--- config.mk ---
export PLATFORM = sky130hd
export DESIGN_NAME = mmm_top
export DESIGN_NICKNAME = d
export VERILOG_FILES = /design/src/rtl/mmm_top.sv
export SDC_FILE = /design/constraint.sdc
export NUM_CORES = 1
export LEC_CHECK = 0
export ABC_AREA = 1
export CAP_MARGIN = 10
export CORE_MARGIN = 1.5
export CORE_UTILIZATION = 30
export CTS_BUF_LIST = sky130_fd_sc_hd__clkbuf_4 sky130_fd_sc_hd__clkbuf_8 sky130_fd_sc_hd__clkbuf_16
export CTS_CLUSTER_SIZE = 28
export DETAILED_ROUTE_END_ITERATION = 7
export PLACE_DENSITY = 0.43
export SLEW_MARGIN = 40
export SYNTH_ARGS = -nofsm -noshare
export SYNTH_HDL_FRONTEND = slang
export SYNTH_SLANG_ARGS = --single-unit
--- constraint.sdc ---
create_clock -name clk -period 9.95 [get_ports clk]
set_input_delay 1.99 -clock clk [delete_from_list [all_inputs] [get_ports clk]]
set_output_delay 1.99 -clock clk [all_outputs]
set_load 0.01 [all_outputs]
--- src/rtl/mmm_top.sv ---
// 2x2 posit<4,0> matrix multiply by outer-product accumulation with exact fixed-point
// accumulators, round-to-nearest-even posit output and a two-row output drain.
module mmm_top (
  input  logic        clk,
  input  logic        rst,
  input  logic        valid_i,
  input  logic [17:0] data_i,
  output logic        valid_o,
  output logic [7:0]  data_o
);

  typedef enum logic [1:0] {
    S_IDLE = 2'd0,
    S_ROW0 = 2'd1,
    S_ROW1 = 2'd2
  } state_e;

  state_e             state_q;
  logic signed [15:0] acc_q [4];
  logic signed [15:0] acc_d [4];
  logic [3:0]         nar_q;
  logic [3:0]         nar_d;
  logic [15:0]        buf_q;
  logic [15:0]        buf_d;
  logic               valid_q;
  logic [7:0]         data_q;

  logic [3:0]         a_enc [2];
  logic [3:0]         b_enc [2];
  logic signed [5:0]  qa;
  logic signed [5:0]  qb;
  logic signed [15:0] prod;
  logic               pnar;
  logic               beat_first;
  logic               beat_last;

  assign beat_first = data_i[16];
  assign beat_last  = data_i[17];
  assign valid_o    = valid_q;
  assign data_o     = data_q;

  // Posit<4,0> value in quarters; NaR (1000) decodes to 0 and is flagged separately.
  function automatic logic signed [5:0] decode(input logic [3:0] enc);
    logic [3:0]        mag_e;
    logic signed [5:0] q;
    mag_e = enc[3] ? (~enc + 4'd1) : enc;
    case (mag_e[2:0])
      3'd0:    q = 6'sd0;
      3'd1:    q = 6'sd1;
      3'd2:    q = 6'sd2;
      3'd3:    q = 6'sd3;
      3'd4:    q = 6'sd4;
      3'd5:    q = 6'sd6;
      3'd6:    q = 6'sd8;
      default: q = 6'sd16;
    endcase
    return enc[3] ? -q : q;
  endfunction

  function automatic logic is_nar(input logic [3:0] enc);
    return enc == 4'b1000;
  endfunction

  // Accumulator is in sixteenths; thresholds are midpoints between representable
  // magnitudes, with ties resolved toward the even encoding.
  function automatic logic [3:0] round_posit(input logic signed [15:0] x, input logic nar);
    logic [15:0] mag;
    logic [2:0]  c;
    logic [3:0]  code;
    mag = x[15] ? 16'(-x) : 16'(x);
    if (mag == 16'd0)       c = 3'd0;
    else if (mag <= 16'd5)  c = 3'd1;
    else if (mag <= 16'd10) c = 3'd2;
    else if (mag <  16'd14) c = 3'd3;
    else if (mag <= 16'd20) c = 3'd4;
    else if (mag <  16'd28) c = 3'd5;
    else if (mag <= 16'd48) c = 3'd6;
    else                    c = 3'd7;
    code = {1'b0, c};
    if (x[15]) code = ~code + 4'd1;
    return nar ? 4'b1000 : code;
  endfunction

  always_comb begin
    a_enc[0] = data_i[3:0];
    a_enc[1] = data_i[7:4];
    b_enc[0] = data_i[11:8];
    b_enc[1] = data_i[15:12];
    qa    = 6'sd0;
    qb    = 6'sd0;
    prod  = 16'sd0;
    pnar  = 1'b0;
    nar_d = nar_q;
    buf_d = 16'h0000;
    for (int n = 0; n < 4; n++) begin
      acc_d[n] = acc_q[n];
    end
    for (int i = 0; i < 2; i++) begin
      for (int j = 0; j < 2; j++) begin
        qa   = decode(a_enc[i]);
        qb   = decode(b_enc[j]);
        prod = 16'(qa) * 16'(qb);
        pnar = is_nar(a_enc[i]) | is_nar(b_enc[j]);
        if (valid_i) begin
          if (beat_first) begin
            acc_d[i*2+j] = prod;
            nar_d[i*2+j] = pnar;
          end else begin
            acc_d[i*2+j] = acc_q[i*2+j] + prod;
            nar_d[i*2+j] = nar_q[i*2+j] | pnar;
          end
        end
        buf_d[(i*2+j)*4 +: 4] = round_posit(acc_d[i*2+j], nar_d[i*2+j]);
      end
    end
  end

  // The snapshot is taken from the post-beat sums so a new matrix may start
  // accumulating on the very next edge while the buffer drains.
  always_ff @(posedge clk) begin
    if (rst) begin
      for (int n = 0; n < 4; n++) begin
        acc_q[n] <= 16'sd0;
      end
      nar_q   <= 4'h0;
      buf_q   <= 16'h0000;
      state_q <= S_IDLE;
      valid_q <= 1'b0;
      data_q  <= 8'h00;
    end else begin
      for (int n = 0; n < 4; n++) begin
        acc_q[n] <= acc_d[n];
      end
      nar_q <= nar_d;
      case (state_q)
        S_ROW0: begin
          valid_q <= 1'b1;
          data_q  <= buf_q[7:0];
          state_q <= S_ROW1;
        end
        S_ROW1: begin
          valid_q <= 1'b1;
          data_q  <= buf_q[15:8];
          state_q <= S_IDLE;
        end
        default: begin
          valid_q <= 1'b0;
          data_q  <= 8'h00;
          state_q <= S_IDLE;
        end
      endcase
      if (valid_i && beat_last) begin
        buf_q   <= buf_d;
        state_q <= S_ROW0;
      end
    end
  end

endmodule

; Word-level counts from Yosys, hierarchy flattened
; Memories as Yosys holds them, arrays and structs flattened.
; Index checks and enable logic that the tools add are counted.
[classes]
addsub = 20
mul = 4
div_mod_pow = 0
magnitude_cmp = 24
eq_ne = 30
shifts = 0
mux = 79
n_bitwise = 20
reduce_logical = 11
[op_table]
columns = operator, n
row1 = $mux W16, 16
row2 = $pmux W5 S7, 4
row3 = $add A16 B12 Y16, 4
row4 = $le A16 B3 Y1 const B, 4
row5 = $le A16 B4 Y1 const B, 4
row6 = $le A16 B5 Y1 const B, 4
row7 = $le A16 B6 Y1 const B, 4
row8 = $logic_not A16 Y1, 4
row9 = $lt A16 B4 Y1 const B, 4
row10 = $lt A16 B5 Y1 const B, 4
row11 = $neg A16 Y16, 4
row12 = $mux W3, 20
row13 = $mul A6 B6 Y12, 4
row14 = $eq A3 B3 Y1 const B, 12
row15 = $mux W4, 8
row16 = $eq A3 B2 Y1 const B, 8
row17 = $mux W6, 4
row18 = $neg A6 Y6, 4
row19 = $mux W2, 9
row20 = $mux W1, 17
row21 = $add A4 B1 Y4 const B, 4
row22 = $eq A4 B4 Y1 const B, 4
row23 = $not A3 Y4, 4
row24 = $pmux W8 S2, 1
row25 = other kinds (9), 33
[totals]
reg_bits = 31
latch_bits = 0
ramBits = 64
mem_bits_ro = 0
in_bits = 21
output_inout_bits = 9
elab_cells = 195
mem_count = 1
[mem_list]
columns = name, words, word_bits, read_ports, rd_ports_with_merged_regs, write_ports, line_no
row1 = acc_q, 4, 16, 4, 0, 4, 19  ; logic signed [15:0] acc_q [4];

; Depth between registers and ports, before layout
; Gate-level depths: netlist (run 1).
[depth]
ltp_word = 25
ltp_mapped = 65
ltp_nobuf = 64

; Worst setup path before layout (run 1)
; OpenSTA, ideal clock, no wires.
[synth_timing]
kind = input -> register
startpoint = input data_i[8]
endpoint = register buf_q[9]
t_arrival_ns = 9.729
required_ns = 9.837
setup_slack_ns = 0.108
cell_stages = 56
n_path_buf = 2
path_cell_list = inv_1 -> ha_1 -> nand3b_1 -> nand2_1 -> nand2_1 -> inv_1 -> nand2_1 -> nand3_1 -> inv_1 -> ha_1 -> nor2_1 -> inv_1 -> o21ai_0 -> clkbuf_1 -> inv_1 -> nand2_1 -> fa_1 -> fa_1 -> [... 20 more ...] -> nand2_1 -> nand3_1 -> buf_2 -> nand2_1 -> nand2_1 -> nor2_1 -> nor2_1 -> inv_1 -> o211ai_1 -> nand2_1 -> nand2_1 -> nand2_1 -> nand2_1 -> nand2_1 -> ha_1 -> or2_2 -> nand3_1 -> nand2_1
[synth_via]
elab_chain_cells = 25
word_cells_on_any_way = 42
classes_between = 5 x add/sub / 1 x mul / 6 x order compare / 7 x eq/ne / 17 x mux / 4 x bitwise / 2 x reduce/logical
[synth_lines]
columns = element, line_no
row1 = "start, declared", 7  ; input logic [17:0] data_i,
row2 = $not A3 Y3, 46  ; mag_e = enc[3] ? (~enc + 4'd1) : enc;
row3 = $add A3 B1 Y3, 46
row4 = $mux W3, 46
row5 = "$eq A3 B3 Y1, or another cell as far along", 47  ; case (mag_e[2:0])
row6 = $pmux W5 S7, 47
row7 = $neg A6 Y6, 57  ; return enc[3] ? -q : q;
row8 = $mux W6, 57
row9 = $mul A6 B6 Y12, 102  ; prod = 16'(qa) * 16'(qb);
row10 = [... 9 more ...], --
row11 = $mux W3, 74  ; else if (mag < 16'd14) c = 3'd3;
row12 = $mux W3, 73  ; else if (mag <= 16'd10) c = 3'd2;
row13 = $mux W3, 72  ; else if (mag <= 16'd5) c = 3'd1;
row14 = $mux W3, 71  ; if (mag == 16'd0) c = 3'd0;
row15 = $not A3 Y4, 80  ; if (x[15]) code = ~code + 4'd1;
row16 = $add A4 B1 Y4, 80
row17 = $mux W4, 80
row18 = $mux W4 *, 81  ; return nar ? 4'b1000 : code;
row19 = "end signal, assigned", 153  ; buf_q <= buf_d;
row20 = "end, declared", 23  ; logic [15:0] buf_q;
; Mark *: on every way between the ends. The rest lies on a longest branch, timed or not.
; A chain may end at the register's enable or synchronous reset.

; Worst setup path after layout (run 1)
[layout_timing]
startpoint = input data_i[4]
endpoint = register buf_q[13]
; The elaborated chain is that of the path after synthesis.

==> metrics list, run 1 <==
- Most common cell after layout, fill and taps aside: nand2_1
- Slew at the pin closest to its max-slew limit: 830 ps
- The initial antenna violation count is 0.
- Horizontal die dimension: 243 um
- The tool flagged a number of max-cap violations equal to 0.
- The first global-routing pass estimated approximately 95,000 um of wire.
- Clock tree from TritonCTS: built
* Clock latency on the worst-skew pair: roughly 400 ps
- Largest net degree at the start of global routing: 74
* Count of distinct cell types in the synthesized netlist: 61
- For this run, the register share of the synthesized area comes to 0.110.
- GRT Overall Usage: 0.195
- Inserted Diodes: 0
- Largest buffer count on any clock path: 2
- Among all stages on the critical path, the largest delay is contributed by fa_2.
* Area added between synthesis and finish: 40.5%
- Highest-count cells in the layout ignoring fill and taps: nand2_1, buf_4, inv_1
- After detailed routing, the number of vias per cell comes to 4.63.
- Number of global-route vias before repair: ~19,000
- Number of nets with antenna violations after detailed routing: 0
* Clock sinks: 95
- The worst hold path belongs to the class reg2reg.
- TritonCTS created 9 clock buffers.
- For this configuration, the core starts out at a cell density of 0.305.
- Summing every instance area after synthesis gives between 15,000 and 20,000 um^2.
- Before antenna repair, the detailed router went through 7 iterations.
- Minimum clock period after layout: 9560 ps
- Arrival time at the worst endpoint: approximately 9900 ps
* Cell occurring most often along the worst timing path: nand2_1
- Largest fanout on the critical path: 8
* Number of synthesized register bits: 95
- In this run, synthesis inferred 0 flip-flops with an integrated enable.
- Post-route clock period utilization: 0.961
- Root Buffer: clkbuf_16
* Leakage Power: ~13 nW
- By area the synthesized netlist is led by nand2_1, fa_1, ha_1.
* Maximum operating frequency: approximately 100 MHz
- The H-tree was split into 3 levels.
- Of the cells placed in the final design, the portion with a size suffix greater than 1 is 0.310.
* GRT overflow: 0
* Area share of the largest cell type after synthesis: 0.167
- During placement, the flow inserted port buffers numbering 29.
* Required arrival time at the worst endpoint: around 10,000 ps
- Summed over all instances, the cell type with the most area after synthesis is nand2_1.
- Setup violations remaining at the end of the flow were counted as 0.
- Across the VDD grid, the largest voltage drop is roughly 0.18 mV.
- STA classifies the critical path startpoint as a primary input.
- After clock tree synthesis, the clock-pin slew on the worst setup and hold paths is approximately 80 ps.
- After detailed routing, the average wire length per cell comes to roughly 14 um.
- First DRT Iteration DRCs: ~910
* Slew headroom: 0.444
* Final Max Tran Viols: 0
* Total nets after synthesis: between 3,000 and 4,000
- Power density relative to cell area: around 410 nW/um^2
- For this run, the post-layout net count is around 3,600.
- The congestion estimate from routability-driven global placement came to just under 0.9.
- In this design, the stage delay of the slowest critical-path cell is around 600 ps.
- Critical path type: in2reg
- Before CTS, the worst setup slack after placement is -890 ps.
- Detailed-route wire length: between 50,000 and 60,000 um
- # hold bufs at CTS: 0
* Total Negative Setup Slacks: 0 ps
- The filler cells instantiated in the layout total ~6,000.
- Number of I/O pins: 30
* Setup WS post-layout: 388 ps
- Yosys warning total: 0
- In the synthesized netlist, the number of instances is between 2,000 and 3,000.
- Post-synthesis async set-or-reset flop share: 0
- Among all flip-flop cells after synthesis, the most frequent one is dfxtp_1.
* Setup skew after layout: between 15 and 20 ps
* Site row count: 87
- Crit. End Element: register
- Total DRC errors in the routed layout: 0
* Die extent in y: around 240 um
- Routed via count: approximately 19,000
- The flow ran to the end, and the final reports show no timing, DRC or antenna violations.
* Number of hold violations in the final report: 0
* Core outline area: about 57,000 um^2
- Mean instance size in the synthesized netlist: 6.20 um^2
- HPWL reported at the end of detailed placement: approximately 45,000 um
* Area of the die: between 50,000 and 60,000 um^2
routing by layer:
layer  routed length [um]  vias to the layer above  GRT usage  part of all wire
met2                26700                      211      0.330              0.47
met3                 1520                       43     0.0184             0.027
met4                  828                        0     0.0425             0.014
met1                28200                     8832      0.266              0.49
met5                    0                        -          0                 0
li1                     -                     9802          -                 -
worst max-delay path, delay by kind of cell:
family | cells | cell delay [ps]
buffers and inverters | 13 | 870
adder cells (fa/ha/maj) | 9 | 3320
AND/OR/NAND/NOR | 27 | 2580
AO/OA/AOI/OAI | 9 | 1100
per-stage QoR:
step                      utilization  instances  hold WS, ps  power, mW  area (um^2)
after floorplan                     -       2798          426       4.99        17400
after global placement          0.382       3991          449       7.99        21700
after detailed placement        0.383       3991          446       8.03        21700
after CTS                       0.405       4043          460       9.11        23000
after global routing            0.429       4078          476       11.0        24400
final                           0.429       4078          455       9.93        24400
where the power goes:
part	leakage, nW	internal [mW]	switching, mW
Combinational	12.0	4.19	4.79
Sequential	0.782	0.473	0.0886
Clock	0.148	0.181	0.205
timing repair:
| item | CTS | global route |
|---|---|---|
| setup endpoints to repair | 15 | 16 |
| setup buffers | 35 | 35 |
| pin swaps | 74 | 153 |
| resized for setup | 171 | 305 |
| cloned | 1 | 0 |
path summary, 6_finish.rpt:
path	start	end	slack, ps	cells past startpoint
worst max-delay path	data_i[4]	buf_q[13]	390	58
worst min-delay path	buf_q[9]	buf_q[9]	460	2
worst max register to register	acc_q[2][0]	buf_q[9]	5810	28
worst min register to register	buf_q[9]	buf_q[9]	460	2
layout make-up:
class / count / area [um^2] / area share
sequential: 95 / 1900 / 0.0780
inverter: 498 / 1920 / 0.0786
multi-input combinational: 2154 / 15000 / 0.614
tap: 756 / 946 / 0.0388
timing repair buffer: 559 / 4340 / 0.178
clock inverter: 7 / 87.6 / 0.00359
clock buffer: 9 / 225 / 0.00924
flip-flops by register name, summed over array words and instances, names as in the netlist:
register,count
acc_q,64
nar_q,4
state_q,2
buf_q,16
valid_o,1
data_o,8
kinds of logic after synthesis:
| group | share of synthesized area |
|---|---|
| fa+ha+maj | 0.256 |
| xor+xnor | 0.0227 |
| mux | 0.000577 |
| simple gates | 0.387 |
| flops | 0.110 |
| buf+inv | 0.126 |
| compound gates | 0.0984 |
Yosys cell counts, drive strengths merged (2+ instances only):
library cell and count:
a21o 9, o21ai 110, a21boi 6, nand4 42
a22oi 5, ha 176, or2 18, o22ai 7
nor2 386, fa 112, nand3b 29, buf 33
o211ai 7, clkinv 10, a21oi 121, o21a 3
o21bai 9, dfxtp 95, o22a 2, a22o 5
xnor2 17, nor3 25, a31oi 4, clkbuf 19
nand2 809, and2 3, xor2 28, inv 488
nand3 213
Power figures use the tool's default switching activity.
==> run 2: changes to the inputs <==
Settings changed: CTS_CLUSTER_DIAMETER set to 50.
==> results of run 2 <==
Final layout, timing and power as in run 1 (identical DEF).
